**config.mk**
```make
export PLATFORM = sky130hd
export DESIGN_NAME = lw_sha_padder
export DESIGN_NICKNAME = d
export VERILOG_FILES = /design/src/rtl/lw_sha_padder.sv
export SDC_FILE = /design/constraint.sdc
export NUM_CORES = 1
export LEC_CHECK = 0
export ABC_AREA = 1
export CAP_MARGIN = 20
export CORE_MARGIN = 8
export CORE_UTILIZATION = 32
export DETAILED_ROUTE_END_ITERATION = 10
export PLACE_DENSITY_LB_ADDON = 0.05
export SLEW_MARGIN = 20
export SYNTH_ARGS = -nofsm -noshare
export SYNTH_HDL_FRONTEND = slang
export SYNTH_SLANG_ARGS = --single-unit
```
**constraint.sdc**
```tcl
create_clock -name clk_i -period 2.6 [get_ports clk_i]
set_input_delay 0.65 -clock clk_i [delete_from_list [all_inputs] [get_ports clk_i]]
set_output_delay 0.65 -clock clk_i [all_outputs]
set_load 0.01 [all_outputs]
```
**src/rtl/lw_sha_padder.sv**
```systemverilog
// lw_sha_padder: appends FIPS 180-4 padding to a 32-bit message word stream and feeds the lightweight SHA-256/224 core.
// Optional abort path is enabled by defining LW_SHA_PADDER_ABORT_EN.
module lw_sha_padder #(
  parameter int LEN_W = 32
) (
  input  logic        clk_i,
  input  logic        aresetn_i,
  input  logic        in_valid_i,
  input  logic [31:0] in_data_i,
  input  logic        in_last_i,
  input  logic [2:0]  in_nbytes_i,
  input  logic        in_opcode_i,
  output logic        in_ready_o,
  output logic        core_start_o,
  output logic        core_data_valid_o,
  output logic        core_last_o,
  output logic [31:0] core_data_o,
  output logic        core_opcode_o,
  input  logic        core_ready_i,
  input  logic        core_idle_i,
  input  logic        core_done_i,
`ifdef LW_SHA_PADDER_ABORT_EN
  input  logic        abort_i,
  output logic        core_abort_o,
`endif
  output logic        busy_o,
  output logic        done_o
);
  typedef enum logic [2:0] {IDLE, START, DATA, PADW, ZERO, LENH, LENL, WAIT} state_t;
  state_t           state_q, state_d, pad_next;
  logic [3:0]       idx_q, idx_d;
  logic [LEN_W-1:0] bytes_q, bytes_d;
  logic             opcode_q, opcode_d;
  logic             in_phase, pad_phase, abort, xfer;
  logic [31:0]      msg_word;
  logic [63:0]      bitlen;
  assign in_phase      = state_q == START || state_q == DATA;
  assign pad_phase     = state_q == PADW || state_q == ZERO || state_q == LENH || state_q == LENL;
  assign bitlen        = {{(64-LEN_W){1'b0}}, bytes_q} << 3;
  assign core_opcode_o = opcode_q;
  assign busy_o        = state_q != IDLE;
  // Once the 0x80 byte is out, the length words must land on indices 14/15 of a block
  assign pad_next      = idx_q == 4'd13 ? LENH : ZERO;
`ifdef LW_SHA_PADDER_ABORT_EN
  assign abort         = abort_i && busy_o;
  assign core_abort_o  = abort;
`else
  assign abort         = 1'b0;
`endif
  // The final word carries the 0x80 marker right after its last valid byte
  assign msg_word = !in_last_i           ? in_data_i :
                    in_nbytes_i == 3'd0  ? 32'h8000_0000 :
                    in_nbytes_i == 3'd1  ? {in_data_i[31:24], 24'h80_0000} :
                    in_nbytes_i == 3'd2  ? {in_data_i[31:16], 16'h8000} :
                    in_nbytes_i == 3'd3  ? {in_data_i[31:8], 8'h80} : in_data_i;
  // State, word index, byte count and captured opcode
  always_ff @(posedge clk_i or negedge aresetn_i) begin
    if (!aresetn_i) begin
      state_q  <= IDLE;
      idx_q    <= '0;
      bytes_q  <= '0;
      opcode_q <= 1'b0;
    end else begin
      state_q  <= state_d;
      idx_q    <= idx_d;
      bytes_q  <= bytes_d;
      opcode_q <= opcode_d;
    end
  end
  // Next state: message words, then marker, zero fill and the two length words
  always_comb begin
    state_d  = state_q;
    idx_d    = xfer ? idx_q + 4'd1 : idx_q;
    bytes_d  = (in_phase && xfer) ? bytes_q + LEN_W'(in_nbytes_i) : bytes_q;
    opcode_d = core_start_o ? in_opcode_i : opcode_q;
    case (state_q)
      IDLE: begin
        state_d = core_start_o ? START : IDLE;
        idx_d   = '0;
        bytes_d = '0;
      end
      START, DATA: state_d = !xfer ? state_q : !in_last_i ? DATA : in_nbytes_i == 3'd4 ? PADW : pad_next;
      PADW, ZERO:  state_d = xfer ? pad_next : state_q;
      LENH:        state_d = xfer ? LENL : LENH;
      LENL:        state_d = xfer ? WAIT : LENL;
      WAIT:        state_d = core_done_i ? IDLE : WAIT;
      default:     state_d = IDLE;
    endcase
    if (abort) begin
      state_d = IDLE;
      idx_d   = '0;
      bytes_d = '0;
    end
  end
  // Core-side handshake and word mux; stalls hold the word because it depends only on state and held inputs
  always_comb begin
    core_start_o      = state_q == IDLE && in_valid_i && core_idle_i;
    core_data_valid_o = !abort && (core_start_o || (in_phase && in_valid_i) || pad_phase);
    core_data_o       = (core_start_o || in_phase) ? msg_word :
                        state_q == PADW ? 32'h8000_0000 :
                        state_q == LENH ? bitlen[63:32] :
                        state_q == LENL ? bitlen[31:0] : '0;
    in_ready_o        = in_phase && core_ready_i && !abort;
    core_last_o       = state_q == LENH || state_q == LENL;
    done_o            = state_q == WAIT && core_done_i && !abort;
    xfer              = busy_o && core_data_valid_o && core_ready_i;
  end
endmodule

```
# Word level (Yosys, flattened, before mapping)
# Index checks and enable logic that the tools add are counted.
[word_totals] inputBits=43 out_inout_bits=39 wordCells=67 ff_bits=40
[classes] addsub=2 n_reduce_logical=24 n_mux=23 eq_ne=14
[ops] cell="two-way mux 32 bit" count=8
[ops] cell="adder 32 x 3 -> 32 bit" count=1
[ops] cell="two-way mux 24 bit" count=1
[ops] cell="case mux 3 bit (6 select lines)" count=1
[ops] cell="two-way mux 16 bit" count=1
[ops] cell="equality test 3 bit, second input constant" count=5
[ops] cell="two-way mux 3 bit" count=5
[ops] cell="equality test 3 x 2 -> 1 bit, second input constant" count=4
[ops] cell="logical AND 1 bit" count=8
[ops] cell="logical OR 1 bit" count=8
[ops] cell="two-way mux 4 bit" count=2
[ops] cell="two-way mux 8 bit" count=1
[ops] cell="equality test 3 x 1 -> 1 bit, second input constant" count=2
[ops] cell="zero test 3 bit" count=2
[ops] cell="adder 4 x 1 -> 4 bit, second input constant" count=1
[ops] cell="equality test 4 bit, second input constant" count=1
[ops] cell="!= test 2 bit, second input constant" count=2
[ops] cell="nonzero test 2 bit" count=2
[ops] cell="OR reduction 2 bit" count=2
[ops] cell="two-way mux 1 bit" count=3
[ops] cell="nonzero test 3 bit" count=1
[ops] cell="two-way mux 2 bit" count=1
[ops] cell="AND reduction 2 bit" count=1

# Logic depth before layout (Yosys ltp)
# Gate-level depths: netlist (run 1).
[depth] depth_word=10 mapped_depth=12 ltp_nobuf=12

# Worst setup path before layout (run 1)
# OpenSTA, ideal clock, no wires.
[synth_timing] kind="input port to output port" start="input port in_last_i" end="output port core_data_o[23]" t_arrival_ns=1.596 path_buffers=0 required_ns=1.950 cell_stages=6 path_slack_ns=0.354 cell_sequence="inv_1 > nor2_2 > clkinv_1 > nor2_1 > o211ai_1 > o21ai_0"
[synth_via] elab_chain_cells=2
[synth_lines] item="start, declared" line="10" text="input logic in_last_i,"
[synth_lines] item="two-way mux 32 bit" line="51" text="assign msg_word = !in_last_i ? in_data_i :"
[synth_lines] item="two-way mux 32 bit" line="99" text="core_data_o = (core_start_o || in_phase) ? msg_word :"
[synth_lines] item="end, declared" line="17" text="output logic [31:0] core_data_o,"
# No other way between the ends.

# Worst setup path in the final report (run 1)
[layout_timing] start="register state_q[1]" end="output port core_last_o"
[layout_via] elab_chain_cells=2 word_cells_on_any_way=3 cone_classes="eq/ne (2); reduce/logical (1)"
[layout_lines] item="start, declared" line="30" text="state_t state_q, state_d, pad_next;"
[layout_lines] item="start signal, assigned" line="64" text="state_q <= state_d;"
[layout_lines] item="equality test 3 bit" line="104" text="core_last_o = state_q == LENH || state_q == LENL;"
[layout_lines] item="logical OR 1 bit *" line="104"
[layout_lines] item="end, declared" line="16" text="output logic core_last_o,"
# Mark *: on every way between the ends. The rest lies on a longest branch, timed or not.

==> results of run 1 <==
## worst paths after layout
check / from / to / slack [ns] / cells past startpoint
worst max-delay path: state_q[1]$_DFFE_PN0P_ / core_last_o / 0.08 / 5
worst min-delay path: aresetn_i / core_opcode_o$_DFFE_PN0P_ / 0.41 / 2
worst max register to register: bytes_q[0]$_DFFE_PN0P_ / bytes_q[28]$_DFFE_PN0P_ / 0.55 / 12
worst min register to register: core_opcode_o$_DFFE_PN0P_ / core_opcode_o$_DFFE_PN0P_ / 0.50 / 2
max in group asynchronous: aresetn_i / state_q[1]$_DFFE_PN0P_ / 1.74 / 2
min in group clk_i: core_opcode_o$_DFFE_PN0P_ / core_opcode_o$_DFFE_PN0P_ / 0.50 / 2
## power by group
part | total (W) | internal, W | switching (W)
clock network | 0.000549 | 0.000285 | 0.000265
logic | 0.00174 | 0.000645 | 0.00110
registers | 0.000742 | 0.000678 | 0.0000639
## synth_stat cells, types with 2 or more instances
cell / instances / area, um^2
dfrtp_1: 40 / 1001
nand2_2: 2 / 12.51
nand3_2: 2 / 20.02
o21ai_0: 42 / 210.2
nor2_2: 3 / 18.77
o21ai_2: 25 / 219.0
xor2_1: 3 / 26.28
buf_2: 7 / 35.03
o22ai_1: 9 / 56.30
a21oi_1: 3 / 15.01
nor2_4: 2 / 22.52
nand4_1: 7 / 43.79
clkbuf_1: 2 / 7.510
ha_1: 5 / 62.56
buf_6: 2 / 22.52
clkinv_1: 2 / 7.510
buf_8: 2 / 30.03
inv_2: 3 / 11.26
nand3_1: 74 / 370.4
nand2_1: 175 / 656.9
nor2_1: 64 / 240.2
inv_1: 59 / 221.5
o211ai_1: 3 / 22.52
nor3_1: 2 / 10.01
## per-stage QoR
stage / instance area (um^2) / power (W) / std cells / util [%]
finish: 4742 / 0.003036 / 809 / 44.53
global placement: 4631 / 0.002463 / 797 / 43.48
CTS: 4712 / 0.003024 / 807 / 44.24
detailed placement: 4631 / 0.002476 / 797 / 43.48
floorplan: 3442 / 0.001792 / 547 / -
global route: 4742 / 0.003231 / 809 / 44.53
## repair_timing
item | 4_1_cts | 5_1_grt
buffers inserted | 0 | 2
pin swaps | 7 | 1
gates cloned | 2 | 0
setup endpoints to repair | 38 | 29
gates resized for setup | 156 | 13
## cells by family after synthesis
group           Yosys count  synth area share, %
buf+inv                  79                10.65
compound gates           85                15.74
xor+xnor                  3               0.7635
fa+ha+maj                 6                2.399
flops                    40                29.08
simple gates            334                41.37
## state kept, by name, summed over array words and instances, names as in the netlist
signal	count
bytes_q	32
core_opcode_o	1
idx_q	4
state_q	3
## cell type report
| type | count | share of cell area (%) |
|---|---|---|
| tap | 140 | 3.694 |
| timing repair buffer | 128 | 22.11 |
| clock buffer | 5 | 1.451 |
| inverter | 65 | 5.356 |
| clock inverter | 3 | 0.8971 |
| multi-input combinational | 428 | 45.33 |
| sequential | 40 | 21.16 |
## per-layer routing
metal / up-vias / routed length, um / GRT usage (%)
met4: 0 / 116 / 3.669
met5: - / 0 / 0
li1: 2022 / - / -
met2: 83 / 5829 / 28.68
met3: 9 / 534 / 2.302
met1: 1806 / 6287 / 24.57
## critical path, stage by stage, from the launching register on
cell and delay [ns]:
dfrtp_2 0.46, inv_2 0.10, buf_4 0.13, nand3_1 0.20, nand2_1 0.14, clkdlybuf4s50_1 0.54
==> run metrics, run 1 <==
status finished clean; CTS H-tree depth 2; critical path peak fanout 5; Starting Density 32.32%; global-route wire length before repair 20.48 mm; Total Wirelength 12.77 mm; commonest non-fill, non-tap cell in the layout nand2_1; CTS tree done; first drt pass iteration count 4; Tightest Pin Transition 0.5883 ns; period utilization 96.75%; Syn Inst Count 547; dpl ws -0.6826 ns; # setup viols final 0; CP Capture Type primary output; final worst slack 0.08441 ns; core area 10,650 um^2; Yosys reg bits 40; Hold-fix buffers, CTS 0; I/O pins 82; TritonCTS Sinks 40; leakage 2.112 nW; layout cells sized above 1 21.38%; input/output buffers 81; Die H 119.7 um; Final Hold Vio Count 0; WHS 0.4119 ns; area grow syn2layout 37.77%; Die X 119.7 um; total global routing overflow 0; Yosys cell types 33; synth warn 0; largest net degree at the start of global routing 52; Worst Skew 0.009923 ns; Seq/Total Area, Yosys 29.08%; Synth Net Count 596; dominant synthesized flop cell dfrtp_1; initial antenna violation count 0; Inserted Diodes 0; Core Rows 38; clk_lat worst skew 0.31 ns; CTS root buf clkbuf_8; vias 3,920; peak supply drop 0.3532 mV; vias per cell 4.845; CTS buffer count 5; PwrDens 640.2 nW/um^2; Max Clk Rate 397.5 MHz; CP Launch Type flop; DRT iter0 DRCs 182; Final ANT Viol Nets 0; DRC 0; Tmin final 2.516 ns; post-synthesis instance area 3442 um^2; Multi-input gate area 2150 um^2; vias in the first global route 3,877; all-layer global routing usage 17.69%; gpl congestion 0.9162; sequential cell area 1003 um^2; WL per Instance 15.78 um; critical path class reg2out; Async S/R FF share, synth 100.0%; Setup TNS Final 0 ns; Die Area 14,330 um^2; CTS max path bufs 2; max-cap violation count 0; CP required 1.95 ns; NumNets Final 717; Post-synth EDFFs 0; Worst Hold Class in2async; HPWL Detailed 9.778 mm; fill count 1,178; most frequent cells in the layout nand2_1, nand3_1, nor2_1; Worst EP arrival 1.87 ns; Max Slew Vio Count 0; CTS clk-pin slew, worst paths 0.09 ns; mean post-synth cell area 6.293 um^2; Slew HR 60.78%
Note: power is estimated with default switching activity, not from simulation.
==> run 2: changes to the inputs <==
--- a/config.mk
+++ b/config.mk
@@ -5,7 +5,6 @@
 export SDC_FILE = /design/constraint.sdc
 export NUM_CORES = 1
 export LEC_CHECK = 0
-export ABC_AREA = 1
 export CAP_MARGIN = 20
 export CORE_MARGIN = 8
 export CORE_UTILIZATION = 32
==> run 2 against run 1 <==
Against the previous run: worst setup slack got worse by 0.049 ns; maximum frequency decreased by 1.9%; sequential share of layout area increased by 2.8 points; synthesized cell count decreased by 41%; synthesized area decreased by 19%; sequential cell count unchanged; critical endpoint is now core_data_o[12]; critical path depth increased by 3; core utilization increased by 4.0 points; total power decreased by 8.3%; clock skew decreased by 0.0034 ns.
==> run metrics, run 2 <==
status finished clean (unchanged); Die Area 11,970 um^2 (was 14,330 um^2); Seq/Total Area, Yosys 35.84% (was 29.08%); post-synthesis instance area 2793 um^2 (was 3442 um^2); Final ANT Viol Nets 0 (unchanged); CTS H-tree depth 2 (unchanged); Starting Density 32.50% (was 32.32%); total global routing overflow 0 (unchanged); vias per cell 5.219 (was 4.845); first drt pass iteration count 4 (unchanged); Syn Inst Count 324 (was 547); reg-to-reg startpoint bytes_q[0]$_DFFE_PN0P_ (unchanged); CP Capture Type primary output (unchanged); clk_lat worst skew 0.29 ns (was 0.31 ns); WL per Instance 16.05 um (was 15.78 um); Async S/R FF share, synth 100.0% (unchanged); commonest non-fill, non-tap cell in the layout buf_4 (was nand2_1); Worst EP arrival 1.91 ns (was 1.87 ns); reg-to-reg slack, setup 0.11 ns (was 0.55 ns); vias 2,928 (was 3,920); most area-hungry cell type in the Yosys netlist dfrtp_1 (unchanged); Core Util, Final 48.51% (was 44.53%); vias in the first global route 2,969 (was 3,877); Worst Skew 0.006535 ns (was 0.009923 ns); Setup TNS Final 0 ns (unchanged); all-layer global routing usage 15.22% (was 17.69%); synth warn 0 (unchanged); biggest regs bytes_q x32, idx_q x4, state_q x3 (unchanged); NumNets Final 502 (was 717); CTS buffer count 5 (unchanged); Tightest Pin Transition 0.5672 ns (was 0.5883 ns); Inserted Diodes 0 (unchanged); mean post-synth cell area 8.619 um^2 (was 6.293 um^2); post-route cell area 4169 um^2 (was 4742 um^2); I/O pins 82 (unchanged); WHS 0.2365 ns (was 0.4119 ns); CP Launch Type primary input (was flop); post-place instance area 4010 um^2 (was 4631 um^2); max-cap violation count 0 (unchanged); Total Wirelength 9.005 mm (was 12.77 mm); Yosys cell types 64 (was 33); dominant synthesized flop cell dfrtp_1 (unchanged); CP required 1.95 ns (about the same); TritonCTS Sinks 40 (unchanged); synth cell count leaders dfrtp_1, o21ai_0, a21oi_1, nand2_1, nor2_1 (was nand2_1, nand3_1, nor2_1, inv_1, o21ai_0); Yosys reg bits 40 (unchanged); global-route wire length before repair 14.84 mm (was 20.48 mm); Tmin final 2.565 ns (was 2.516 ns); Slew HR 61.87% (was 60.78%); Max Slew Vio Count 0 (unchanged); Final Hold Vio Count 0 (unchanged); PwrDens 668.0 nW/um^2 (was 640.2 nW/um^2); most frequent cell after synthesis dfrtp_1 (was nand2_1); layout cells sized above 1 30.46% (was 21.38%); input/output buffers 81 (unchanged); peak supply drop 0.2941 mV (was 0.3532 mV); Synth Net Count 373 (was 596); CTS clk-pin slew, worst paths 0.08 ns (was 0.09 ns); max reg flops 32 (unchanged); Core Rows 34 (was 38); gpl congestion 0.7914 (was 0.9162); top cells by area, synth dfrtp_1, a22o_1, o21ai_0 (was dfrtp_1, nand2_1, nand3_1); DRC 0 (unchanged); CTS root buf clkbuf_8 (unchanged); Most flops, register bytes_q (unchanged); RR Endpoint bytes_q[22]$_DFFE_PN0P_ (was bytes_q[28]$_DFFE_PN0P_); most frequent cells in the layout buf_4, dfrtp_1, clkdlybuf4s50_1 (was nand2_1, nand3_1, nor2_1); CTS max path bufs 2 (unchanged); initial antenna violation count 0 (unchanged); largest net degree at the start of global routing 32 (was 52); Die X 109.4 um (was 119.7 um); Worst Reg-to-Reg Cells 8 (was 12); DRT iter0 DRCs 165 (was 182); CTS tree done (unchanged); # setup viols final 0 (unchanged); core area 8593 um^2 (was 10,650 um^2); Die H 109.4 um (was 119.7 um); critical path peak fanout 6 (was 5); Post-synth EDFFs 0 (unchanged); HPWL Detailed 6.823 mm (was 9.778 mm); area grow syn2layout 49.28% (was 37.77%); Max Clk Rate 389.9 MHz (was 397.5 MHz); period utilization 98.64% (was 96.75%); critical path class in2out (was reg2out); post-synth top area share 35.84% (was 29.08%); Worst Hold Class in2async (unchanged); leakage 1.835 nW (was 2.112 nW)
[run 2: critical path: stages]
cell           delay (ns)
dlygate4sd2_1        0.28
nand2b_1             0.20
a21oi_2              0.17
nor2_4               0.05
buf_6                0.13
buf_4                0.13
a22o_1               0.16
buf_2                0.14
[run 2: worst max-delay path by stage]
stage,start,to,slack (ns),cells after the start
6_report,in_nbytes_i[2],core_data_o[12],0.04,8
5_1_grt,in_nbytes_i[2],core_data_o[12],-0.0003,8
4_1_cts,in_nbytes_i[0],bytes_q[18]$_DFFE_PN0P_,0.003,11
3_5_place_dp,in_nbytes_i[0],bytes_q[24]$_DFFE_PN0P_,-0.70,9
3_3_place_gp,in_valid_i,core_data_o[21],-0.70,7
2_1_floorplan,in_nbytes_i[0],bytes_q[28]$_DFFE_PN0P_,-0.02,9
[run 2: where the power goes]
group          internal, W  total, W  switching, W
Clock             0.000182  0.000398      0.000217
Combinational     0.000784   0.00160      0.000817
Sequential        0.000702  0.000785     0.0000830
Total              0.00167   0.00278       0.00112
[run 2: area by class of cell]
| class | instances | area, um^2 |
|---|---|---|
| fill | 871 | 4424 |
| clock buffer | 5 | 68.82 |
| inverter | 9 | 33.78 |
| sequential | 40 | 1001 |
| timing repair buffer | 139 | 1149 |
| multi-input combinational | 258 | 1769 |
| clock inverter | 2 | 12.51 |
| tap | 108 | 135.1 |
[run 2: layer usage]
metal / up-vias / GRT usage, % / wire (um)
met3: 4 / 3.224 / 400
met1: 1411 / 20.27 / 4241
met5: - / 0 / 0
met4: 0 / 2.604 / 50
li1: 1457 / - / -
met2: 56 / 25.02 / 4313
[run 2: cells by family (layout without fill, tap and decap cells)]
kind of cell	count (synthesis)	after routing	synth area share (%)
AND/OR/NAND/NOR	132	132	25.99
AO/OA/AOI/OAI	107	107	25.99
multiplexers	2	2	0.7616
adder cells (fa/ha/maj)	8	8	3.674
XOR/XNOR	9	9	2.823
flip-flops	40	40	35.84
buffers and inverters	26	155	4.928
[run 2: repair_timing]
item                                    CTS  global route
pin swaps                                11             7
hold buffers                              0             0
endpoints found under the setup margin   52            36
setup buffers                            10             3
gates resized for setup                 132            27
endpoints found under the hold margin     0             0
[run 2: per-stage QoR]
step | cells | setup WS, ns | total power, W
after global routing | 561 | -0.0003304 | 0.002993
after detailed placement | 542 | -0.7038 | 0.002355
after global placement | 542 | -0.6951 | 0.002342
final | 561 | 0.03526 | 0.002785
after CTS | 559 | 0.002903 | 0.002750
after floorplan | 324 | -0.02217 | 0.001575
